--- config.mk ---
export PLATFORM = sky130hd
export DESIGN_NAME = axi_read_arbiter
export DESIGN_NICKNAME = d
export VERILOG_FILES = /design/src/rtl/axi_read_arbiter.sv
export SDC_FILE = /design/constraint.sdc
export NUM_CORES = 1
export LEC_CHECK = 0
export BUFFER_PORTS_ARGS = -buffer_cell sky130_fd_sc_hd__buf_2
export CAP_MARGIN = 15
export CORE_ASPECT_RATIO = 0.5
export CORE_MARGIN = 2
export CORE_UTILIZATION = 33
export DETAILED_ROUTE_END_ITERATION = 7
export PLACE_DENSITY_LB_ADDON = 0.1
export SLEW_MARGIN = 20
export SYNTH_ARGS = -nofsm -noshare
export SYNTH_HDL_FRONTEND = slang
export SYNTH_SLANG_ARGS = --single-unit
--- constraint.sdc ---
create_clock -name aclk -period 1.4 [get_ports aclk]
set_input_delay 0.07 -clock aclk [delete_from_list [all_inputs] [get_ports aclk]]
set_output_delay 0.07 -clock aclk [all_outputs]
set_load 0.02 [all_outputs]
--- src/rtl/axi_read_arbiter.sv ---
// Two-master round-robin arbiter for a single AXI read port (AR + R).
// One burst in flight; the grant is held from AR acceptance through the last R beat.
module axi_read_arbiter #(
    parameter int ADDRESS_WIDTH = 8,
    parameter int DATA_WIDTH    = 32
) (
    input  logic                     aclk,
    input  logic                     areset,
    input  logic [ADDRESS_WIDTH-1:0] m0_araddr,
    input  logic [7:0]               m0_arlen,
    input  logic [2:0]               m0_arsize,
    input  logic [1:0]               m0_arburst,
    input  logic                     m0_arvalid,
    output logic                     m0_arready,
    output logic [DATA_WIDTH-1:0]    m0_rdata,
    output logic [1:0]               m0_rresp,
    output logic                     m0_rlast,
    output logic                     m0_rvalid,
    input  logic                     m0_rready,
    input  logic [ADDRESS_WIDTH-1:0] m1_araddr,
    input  logic [7:0]               m1_arlen,
    input  logic [2:0]               m1_arsize,
    input  logic [1:0]               m1_arburst,
    input  logic                     m1_arvalid,
    output logic                     m1_arready,
    output logic [DATA_WIDTH-1:0]    m1_rdata,
    output logic [1:0]               m1_rresp,
    output logic                     m1_rlast,
    output logic                     m1_rvalid,
    input  logic                     m1_rready,
    output logic [ADDRESS_WIDTH-1:0] s_araddr,
    output logic [7:0]               s_arlen,
    output logic [2:0]               s_arsize,
    output logic [1:0]               s_arburst,
    output logic                     s_arvalid,
    input  logic                     s_arready,
    input  logic [DATA_WIDTH-1:0]    s_rdata,
    input  logic [1:0]               s_rresp,
    input  logic                     s_rlast,
    input  logic                     s_rvalid,
    output logic                     s_rready,
    output logic                     grant,
    output logic                     busy,
    output logic                     len_err
);

    typedef enum logic [1:0] {
        IDLE = 2'd0,
        ADDR = 2'd1,
        DATA = 2'd2
    } state_t;

    state_t     r_state;
    logic       r_grant;
    logic       r_last_grant;
    logic       r_len_err;
    logic [7:0] r_beat_cnt;
    logic [7:0] r_burst_len;
    logic       w_ar_hs;
    logic       w_r_hs;

    assign w_ar_hs = s_arvalid & s_arready;
    assign w_r_hs  = s_rvalid & s_rready;

    always_ff @(posedge aclk) begin
        if (areset) begin
            r_state      <= IDLE;
            r_grant      <= 1'b0;
            r_last_grant <= 1'b1;
            r_beat_cnt   <= 8'd0;
            r_burst_len  <= 8'd0;
            r_len_err    <= 1'b0;
        end else begin
            case (r_state)
                IDLE: begin
                    if (m0_arvalid || m1_arvalid) begin
                        r_state <= ADDR;
                        // On a tie the master that did not win last time goes first.
                        if (m0_arvalid && m1_arvalid)
                            r_grant <= ~r_last_grant;
                        else
                            r_grant <= m1_arvalid;
                    end
                end
                ADDR: begin
                    if (w_ar_hs) begin
                        r_burst_len <= s_arlen;
                        r_beat_cnt  <= 8'd0;
                        r_state     <= DATA;
                    end
                end
                DATA: begin
                    if (w_r_hs) begin
                        r_beat_cnt <= r_beat_cnt + 8'd1;
                        if (s_rlast) begin
                            if (r_beat_cnt != r_burst_len)
                                r_len_err <= 1'b1;
                            r_last_grant <= r_grant;
                            r_state      <= IDLE;
                        end else if (r_beat_cnt == r_burst_len) begin
                            // Expected last beat arrived without rlast; keep draining until it shows.
                            r_len_err <= 1'b1;
                        end
                    end
                end
                default: r_state <= IDLE;
            endcase
        end
    end

    always_comb begin
        s_araddr   = '0;
        s_arlen    = '0;
        s_arsize   = '0;
        s_arburst  = '0;
        s_arvalid  = 1'b0;
        s_rready   = 1'b0;
        m0_arready = 1'b0;
        m1_arready = 1'b0;
        m0_rdata   = '0;
        m0_rresp   = '0;
        m0_rlast   = 1'b0;
        m0_rvalid  = 1'b0;
        m1_rdata   = '0;
        m1_rresp   = '0;
        m1_rlast   = 1'b0;
        m1_rvalid  = 1'b0;
        if (r_state == ADDR) begin
            if (r_grant) begin
                s_araddr   = m1_araddr;
                s_arlen    = m1_arlen;
                s_arsize   = m1_arsize;
                s_arburst  = m1_arburst;
                s_arvalid  = m1_arvalid;
                m1_arready = s_arready;
            end else begin
                s_araddr   = m0_araddr;
                s_arlen    = m0_arlen;
                s_arsize   = m0_arsize;
                s_arburst  = m0_arburst;
                s_arvalid  = m0_arvalid;
                m0_arready = s_arready;
            end
        end
        // R path is pure wiring so backpressure costs no extra cycle.
        if (r_state == DATA) begin
            if (r_grant) begin
                m1_rdata  = s_rdata;
                m1_rresp  = s_rresp;
                m1_rlast  = s_rlast;
                m1_rvalid = s_rvalid;
                s_rready  = m1_rready;
            end else begin
                m0_rdata  = s_rdata;
                m0_rresp  = s_rresp;
                m0_rlast  = s_rlast;
                m0_rvalid = s_rvalid;
                s_rready  = m0_rready;
            end
        end
    end

    assign grant   = r_grant;
    assign busy    = (r_state != IDLE);
    assign len_err = r_len_err;

endmodule

* Yosys cells after proc, flatten, opt, wreduce, memory -nomap -nowiden *
Index checks and enable logic that the tools add are counted.

word-level totals
  bits in registers = 21
  bits in latches = 0
  bits in writable memories = 0
  bits in read-only memories = 0
  output and inout bits = 100
  word-level logic and storage cells = 75
  memories = 0

operators by class
  add/subtract/negate cells = 1
  $mul = 0
  divide/modulo/power cells = 0
  $lt $le $gt $ge = 0
  eq/ne operators = 9
  shift operators = 0
  mux-type cells = 44
  bitwise operators = 3
  reductions and logical operators = 12

operators with widths
  cell                                            number
  2-to-1 mux 32 bit                               4
  2-to-1 mux 8 bit                                6
  2-to-1 mux 1 bit                                20
  2-to-1 mux 2 bit                                10
  case mux 8 bit (2 select lines)                 1
  adder 8 x 1 -> 8 bit (second input constant)    1
  == test 8 bit                                   1
  != test 2 bit (second input constant)           4
  != test 8 bit                                   1
  AND reduction 4 bit                             2
  2-to-1 mux 3 bit                                2
  case mux 2 bit (3 select lines)                 1
  AND reduction 3 bit                             2
  nonzero test 2 bit                              3
  AND reduction 2 bit                             2
  AND 1 bit                                       2
  == test 2 x 1 -> 1 bit (second input constant)  1
  == test 2 bit (second input constant)           1
  logical NOT 2 bit                               1
  != test 2 x 1 -> 1 bit (second input constant)  1
  logical AND 1 bit                               1
  logical OR 1 bit                                1
  NOT 1 bit                                       1

* Depth between registers and ports, before layout *
Gate-level depths: netlist (run 1).

  depth in word-level cells = 5
  depth in mapped cells = 6
  gate-level depth less buffers = 4

* Worst setup path after synthesis (run 1) *
OpenSTA, ideal clock, no wires.

  kind = register to register
  start = reg r_grant, in the netlist grant
  end = reg r_beat_cnt[1]
  data arrival time = 1.546 ns
  required time = 1.279 ns
  slack = -0.268 ns
  cell stages (with the launch flop) = 7
  path buffers = 2
  period minus slack after synthesis = 1.668 ns
  cells stage by stage = dfxtp_1 > buf_6 > mux2_4 > a32oi_2 > buf_6 > mux2i_1 > nor2_1

between the ends
  longest elaborated chain between the ends = 5
  elaborated cells on any way between the ends = 9
  those cells by class = 2 x eq/ne; 4 x mux; 2 x bitwise; 1 x reduce/logical

RTL lines
  item                                    line      source
  start: declaration                      54        logic r_grant;
  start signal: assignment                80        r_grant <= ~r_last_grant;
  start signal: assignment                82        r_grant <= m1_arvalid;
  2-to-1 mux 1 bit (on tied branches)     147, 129
  2-to-1 mux 1 bit (on tied branches)     146, 128
  AND 1 bit (on tied branches)            63, 62
  != test 2 bit (no source line)          n/a
  AND reduction 3 bit (no source line) *  n/a
  end signal: assignment                  94        r_beat_cnt <= r_beat_cnt + 8'd1;
  end: declaration                        57        logic [7:0] r_beat_cnt;

Every way passes the cells marked *; elsewhere a longest branch is shown, timed or not.
A chain may end at the register's enable or synchronous reset.

* Worst setup path in the final report (run 1) *
  start = reg r_state[0]
  end = out m0_rdata[13]

between the ends
  longest elaborated chain between the ends = 2

RTL lines
  item                      line  source
  start: declaration        53    state_t r_state;
  start signal: assignment  67    r_state <= IDLE;
  start signal: assignment  77    r_state <= ADDR;
  start signal: assignment  89    r_state <= DATA;
  == test 2 bit             146   if (r_state == DATA) begin
  2-to-1 mux 32 bit         146
  end: declaration          15    output logic [DATA_WIDTH-1:0] m0_rdata,

No other way between the ends.

==> impl_metrics.ini, run 1 <==
[timing]
max_freq_mhz = 581
tightest_slew_ns = 0.376
finalSetupViolCount = 105
min_period_over_period = 1.23
rsz0062_at_grt = yes
max_slew_margin = 0.749
timing.hold.ws_ns = 0.151
post-route-worst-setup-slack_ns = -0.322
hold_viol = 0
min_period_ns = 1.72
final.setup_skew_ns = 0.00464
slew_viol_final = 0

[die]
die_h_um = 56.7
io_pins = 185
rows = 19
core_area_um2 = 5420
die_area_um2 = 6210
start_util = 0.339
die_w_um = 109

[synthesis]
synth_top_area_frac = 0.229
yosysUniqueCellTypes = 35
synthCells = 253
synth_largest_area_cell = dfxtp_1
async_flop_share = 0
ys_seq_elements = 21
ys_warn_count = 0
ys_seq_area_frac = 0.229
yosysMostFrequentCell = and2_1
syn_nets = 339
syn_avg_cell_area_um2 = 7.25
ys.flop_type = dfxtp_1
syn_area_um2 = 1840
synth_common_cells = 38 x and2_1, 37 x and3_1, 30 x nor2_1, 24 x mux2i_1, 24 x nand2_1
synth-edff-count = 0
yosys-top-cells-area = dfxtp_1 23%, mux2i_1 13%, and2_1 13%

[routing]
first_pass_iters = 4
wire_per_inst_um = 18.2
ant_nets = 0
drc = 0
drt-total-wl_mm = 9.77
drtIter0Drc = 140
via_count = 2790
vias_per_cell = 5.21

[clock_tree]
cts_buffers = 3
cts_root_buf = clkbuf_8
clk-insertion-delay-late_ns = 0.26
h-tree-depth = 1
cts_sinks = 21
cts_hold_buf = 0
cts_tree = yes
clk_pin_slew_worst_paths_ns = 0.08
cts_max_path_buffers = 2

[final_layout]
seq_area_um2 = 428
n_antenna_cell = 0
fin_nets = 550
stdcell_area_um2 = 4270
num-fill-cells = 329
syn_to_final_growth_pct = 133
final_cells = 536
drive_above_1_share = 0.719
multi_input_area_um2 = 1790

[pwr]
ir_drop_uv = 568
p_per_area_nw_per_um2 = 493
totalPowerFinal_mw = 2.11
p_leak_nw = 2.09

[global_routing]
antenna_found_initial = 0
grt_max_degree = 24
grt_pass1_wl_mm = 12.4
grt_pass1_vias = 2556
grt_use_total = 0.252
overflow = 0

[worst_hold_path]
hold_depth = 2
hold_class = input port to register

[run_status]
status = complete, but fails checks
violations = negative setup slack

[worst_setup_path]
worstPathRequired_ns = 1.33
r2r_cells = 5
crit_top_cell = buf_6
path_cells = and2b_2, buf_6, nor2b_4, buf_6, and2_4, buf_6
arrival_ns = 1.65
path_class = register to output pin
setup.worst_path.start_class = register
critPathMaxFanout = 7
max_stage_delay_ns = 0.33
slowest_stage = dfxtp_2
end_kind = output pin

[placed_design]
place_congestion = 0.829
placed_area_um2 = 2950
hpwlAfterDp_mm = 5.62
dp_cells = 512
port_buffers = 184
pre_cts_slack_ns = -0.248

[flow_run]
drv_cap = 0
## final timing paths
| check | end | from | slack, ns |
|---|---|---|---|
| max | m0_rdata[13] | r_state[0] | -0.32 |
| min | grant | areset | 0.15 |
| max reg2reg | r_beat_cnt[0] | grant | -0.20 |
| min reg2reg | r_state[0] | r_state[1] | 0.44 |
## placed cells by master (no fill, tap or decap), types with 8 or more instances in the layout
cell type  instances
xnor2_1            8
buf_2            108
dfxtp_1           17
and3_1            32
and2_4            38
buf_6             91
buf_4             16
a21oi_1           11
mux2i_4           11
nor2_1             8
nand2_1           23
nor2_2            15
## metrics by stage
step	util	TNS, ns
6_report	0.788	-22.18
3_5_place_dp	0.544	-4.13
3_3_place_gp	0.544	-2.79
5_1_grt	0.788	-27.20
2_1_floorplan	-	-2.45
4_1_cts	0.706	-18.09
## what timing repair did
item                                    CTS  global route
setup buffers                             8             3
pin swaps                                39            16
gates resized for setup                 201           102
gates cloned                             10             1
endpoints found under the setup margin  115           113
## metal layers
layer  vias up  GRT usage  wire (µm)
met2       119      0.488       5290
met1      1338      0.279       3520
met5         -          0          0
met4         0     0.0741        342
met3        36     0.0418        621
li1       1297          -          -
## layout make-up
type                            instances  area share
Sequential cell                        21       0.100
Clock buffer                            3     0.00967
Inverter                                3     0.00264
Clock inverter                          1     0.00117
Multi-Input combinational cell        211       0.419
Tap cell                               73      0.0214
Timing Repair Buffer                  224       0.446
## power by group
part | switching (mW) | leakage [nW] | internal, mW
Sequential | 0.0145 | 0.172 | 0.611
Clock | 0.189 | 0.0255 | 0.198
Combinational | 0.532 | 1.89 | 0.561
Total | 0.735 | 2.09 | 1.37
## flip-flops by register name, indices dropped and copies added, names as in the netlist
signal,flops
len_err,1
r_state,2
grant,1
r_last_grant,1
r_beat_cnt,8
r_burst_len,8
## logic make-up (layout without fill, tap and decap cells)
family                   Yosys count  after routing  share of synthesized area
AO/OA/AOI/OAI                     25             25                     0.0832
XOR/XNOR                           9              9                     0.0429
adder cells (fa/ha/maj)            1              1                    0.00682
buffers and inverters             21            231                     0.0525
flip-flops                        21             21                      0.229
multiplexers                      26             26                      0.145
AND/OR/NAND/NOR                  150            150                      0.440
## worst max-delay path: cells and delay by family, from the launching register on
| kind | cells | cell delay [ns] |
|---|---|---|
| buffers and inverters | 3 | 0.40 |
| DFF | 1 | 0.33 |
| and+or+nand+nor | 3 | 0.67 |
(Power assumes the default switching activity.)
==> inputs of run 2 (changes only) <==
--- a/config.mk
+++ b/config.mk
@@ -9,5 +9,5 @@
 export CAP_MARGIN = 15
 export CORE_ASPECT_RATIO = 0.5
-export CORE_MARGIN = 2
+export CORE_MARGIN = 1
 export CORE_UTILIZATION = 33
 export DETAILED_ROUTE_END_ITERATION = 7
==> constraint.sdc (replaced) <==
create_clock -name aclk -period 1.4 [get_ports aclk]
set_input_delay 0.07 -clock aclk [delete_from_list [all_inputs] [get_ports aclk]]
set_output_delay 0.07 -clock aclk [all_outputs]
set_load 0.1 [all_outputs]
==> run 2 against run 1 <==
  * The run now fails in clock tree synthesis (4_1_cts)
  * Synthesized cell count unchanged
  * Synthesized area unchanged
==> impl_metrics.ini, run 2 <==
[clock_tree]
cts.repair.resized = 118
h-tree-depth = 1
cts_root_buf = clkbuf_8
cts_max_path_buffers = 2
cts_hold_buf = 0
cts_buffers = 3
post-cts-setup-buffer-count = 13
cts_sinks = 21

[synthesis]
syn_nets = 339
synthCells = 253
synth_common_cells = 38 x and2_1, 37 x and3_1, 30 x nor2_1, 24 x mux2i_1, 24 x nand2_1
ys.flop_type = dfxtp_1
syn_avg_cell_area_um2 = 7.25
ys_seq_elements = 21
synth_top_area_frac = 0.229
ys_seq_area_frac = 0.229
yosys-top-cells-area = dfxtp_1 23%, mux2i_1 13%, and2_1 13%
synth-edff-count = 0
synth_largest_area_cell = dfxtp_1
yosysUniqueCellTypes = 35
async_flop_share = 0
ys_warn_count = 0
yosysMostFrequentCell = and2_1
syn_area_um2 = 1840

[placed_design]
dp_cells = 509
hpwlAfterDp_mm = 8.78
pre_cts_slack_ns = -0.221
port_buffers = 184
place_congestion = 0.856
placed_area_um2 = 4860

[die]
die_h_um = 54.7
die_w_um = 107
rows = 18
start_util = 0.357
io_pins = 185

[run_status]
lastStage = clock tree synthesis (4_1_cts)
status = aborted with a tool error
error = [ERROR DPL-0038] Utilization greater than 100%, impossible to legalize
[run 2: stage by stage]
| step | setup TNS, ns | hold slack [ns] |
|---|---|---|
| after detailed placement | -4.60 | 0.410 |
| after global placement | -0.491 | 0.381 |
| after floorplan | -26.89 | 0.149 |
[run 2: logic make-up after synthesis]
| group | synth area share |
|---|---|
| AOI/OAI and AO/OA | 0.0832 |
| xor gates and xnor gates | 0.0429 |
| adders and majority gates | 0.00682 |
| buffers and inverters | 0.0525 |
| DFF | 0.229 |
| muxes | 0.145 |
| and+or+nand+nor | 0.440 |
==> inputs of run 3 (changes only) <==
Settings changed: CORE_ASPECT_RATIO 0.5 to not set, CORE_UTILIZATION 33 to 20, PLACE_DENSITY_LB_ADDON 0.1 to 0.15.
Clock period 1.4 ns to 1.8 ns, I/O delays scaled along.
==> run 3 against run 2 <==
  * The flow now finishes, with violations (design-rule violations)
==> impl_metrics.ini, run 3 (same netlist as run 1, synthesis figures left out) <==
[pwr]
totalPowerFinal_mw = 2.01
p_per_area_nw_per_um2 = 427
ir_drop_uv = 276
p_leak_nw = 2.02

[worst_hold_path]
hp-start = m1_arvalid
hold_class = input port to register

[clock_tree]
clk_pin_slew_worst_paths_ns = 0.08
h-tree-depth = 1
cts_root_buf = clkbuf_8
cts_tree = yes
cts_hold_buf = 0
clk-insertion-delay-late_ns = 0.26
cts_max_path_buffers = 2
cts_sinks = 21
cts_buffers = 3

[global_routing]
grt_use_total = 0.173
overflow = 0
grt_pass1_wl_mm = 13.2
grt_max_degree = 32
antenna_found_initial = 0
grt_pass1_vias = 2437

[routing]
drtIter0Drc = 94
ant_nets = 0
wire_per_inst_um = 15.1
via_count = 2492
first_pass_iters = 6
drt-total-wl_mm = 8.19
vias_per_cell = 4.59
drc = 36

[run_status]
violations = design-rule violations
status = complete, but fails checks

[die]
die_area_um2 = 9560
core_area_um2 = 8810
rows = 34
start_util = 0.208
io_pins = 185
die_h_um = 97.8
die_w_um = 97.8

[timing]
post-route-worst-setup-slack_ns = 0.0726
final.setup_skew_ns = 0.00187
max_slew_margin = 0.564
tightest_slew_ns = 0.652
hold_viol = 0
max_freq_mhz = 579
fin_tns_setup_ns = 0
finalSetupViolCount = 0
slew_viol_final = 0
timing.hold.ws_ns = 0.140
rsz0062_at_grt = yes
min_period_over_period = 0.960
min_period_ns = 1.73

[placed_design]
pre_cts_slack_ns = 0.105
hpwlAfterDp_mm = 7.02
dp_cells = 537
place_congestion = 0.796
port_buffers = 184

[final_layout]
drive_above_1_share = 0.699
final_cells = 543
syn_to_final_growth_pct = 157
reg.largest.list = r_beat_cnt x8, r_burst_len x8, r_state x2
num-fill-cells = 797
final_common_cell = buf_12
fin_nets = 522
n_antenna_cell = 0
final_cell_mix = 96 x buf_12, 88 x buf_2, 30 x and2_2, 29 x and3_2

[worst_setup_path]
path_class = register to output pin
arrival_ns = 1.64
end_kind = output pin
worstPathRequired_ns = 1.71
reg2reg_from = grant
setup.worst_path.start_class = register
critPathMaxFanout = 13
crit_start = r_state[0]

[flow_run]
drv_cap = 0
[run 3: what timing repair did]
item | in CTS | in global routing
gates resized for setup | 5 | 9
endpoints found under the setup margin | 25 | 38
setup buffers | 0 | 1
cloned | 1 | 0
[run 3: final cells by class]
type | count | area, µm² | share of cell area
clock buffers | 3 | 41.3 | 0.00876
inverters | 3 | 11.3 | 0.00239
flip-flops and latches | 21 | 427 | 0.0906
well taps | 108 | 135 | 0.0287
multi-input cells | 211 | 1630 | 0.345
clock inverters | 1 | 6.26 | 0.00133
repair buffers | 196 | 2460 | 0.523
[run 3: critical path, cell delays in order (launching register included)]
cell and delay [ns]:
dfxtp_2 0.36, and2b_2 0.28, nor2b_4 0.21, buf_6 0.17
and2_1 0.18, buf_12 0.18
[run 3: layer usage]
layer	global-route usage	wire [µm]	vias up
met4	0.0303	49	0
met2	0.336	4420	126
li1	-	-	1241
met3	0.0258	605	4
met5	0	0	-
met1	0.200	3110	1121
[run 3: power by group]
part           internal [mW]  total, mW  switching (mW)
combinational          0.419       1.20           0.783
sequential             0.475      0.490          0.0148
clock                  0.158      0.320           0.162
total                   1.05       2.01           0.960
[run 3: path summary, 6_finish.rpt]
check                           cells past startpoint  slack [ns]            end
worst max register to register                      5        0.08  r_beat_cnt[0]
worst min register to register                      1        0.46     r_state[0]
worst min-delay path                                3        0.14          grant
worst max-delay path                                5        0.07    m0_rresp[1]
[run 3: stage by stage]
stage / cell area, µm² / utilization
after floorplan: 2140 / -
after global placement: 4610 / 0.524
after detailed placement: 4610 / 0.524
after CTS: 4680 / 0.531
after global routing: 4710 / 0.535
final: 4710 / 0.535
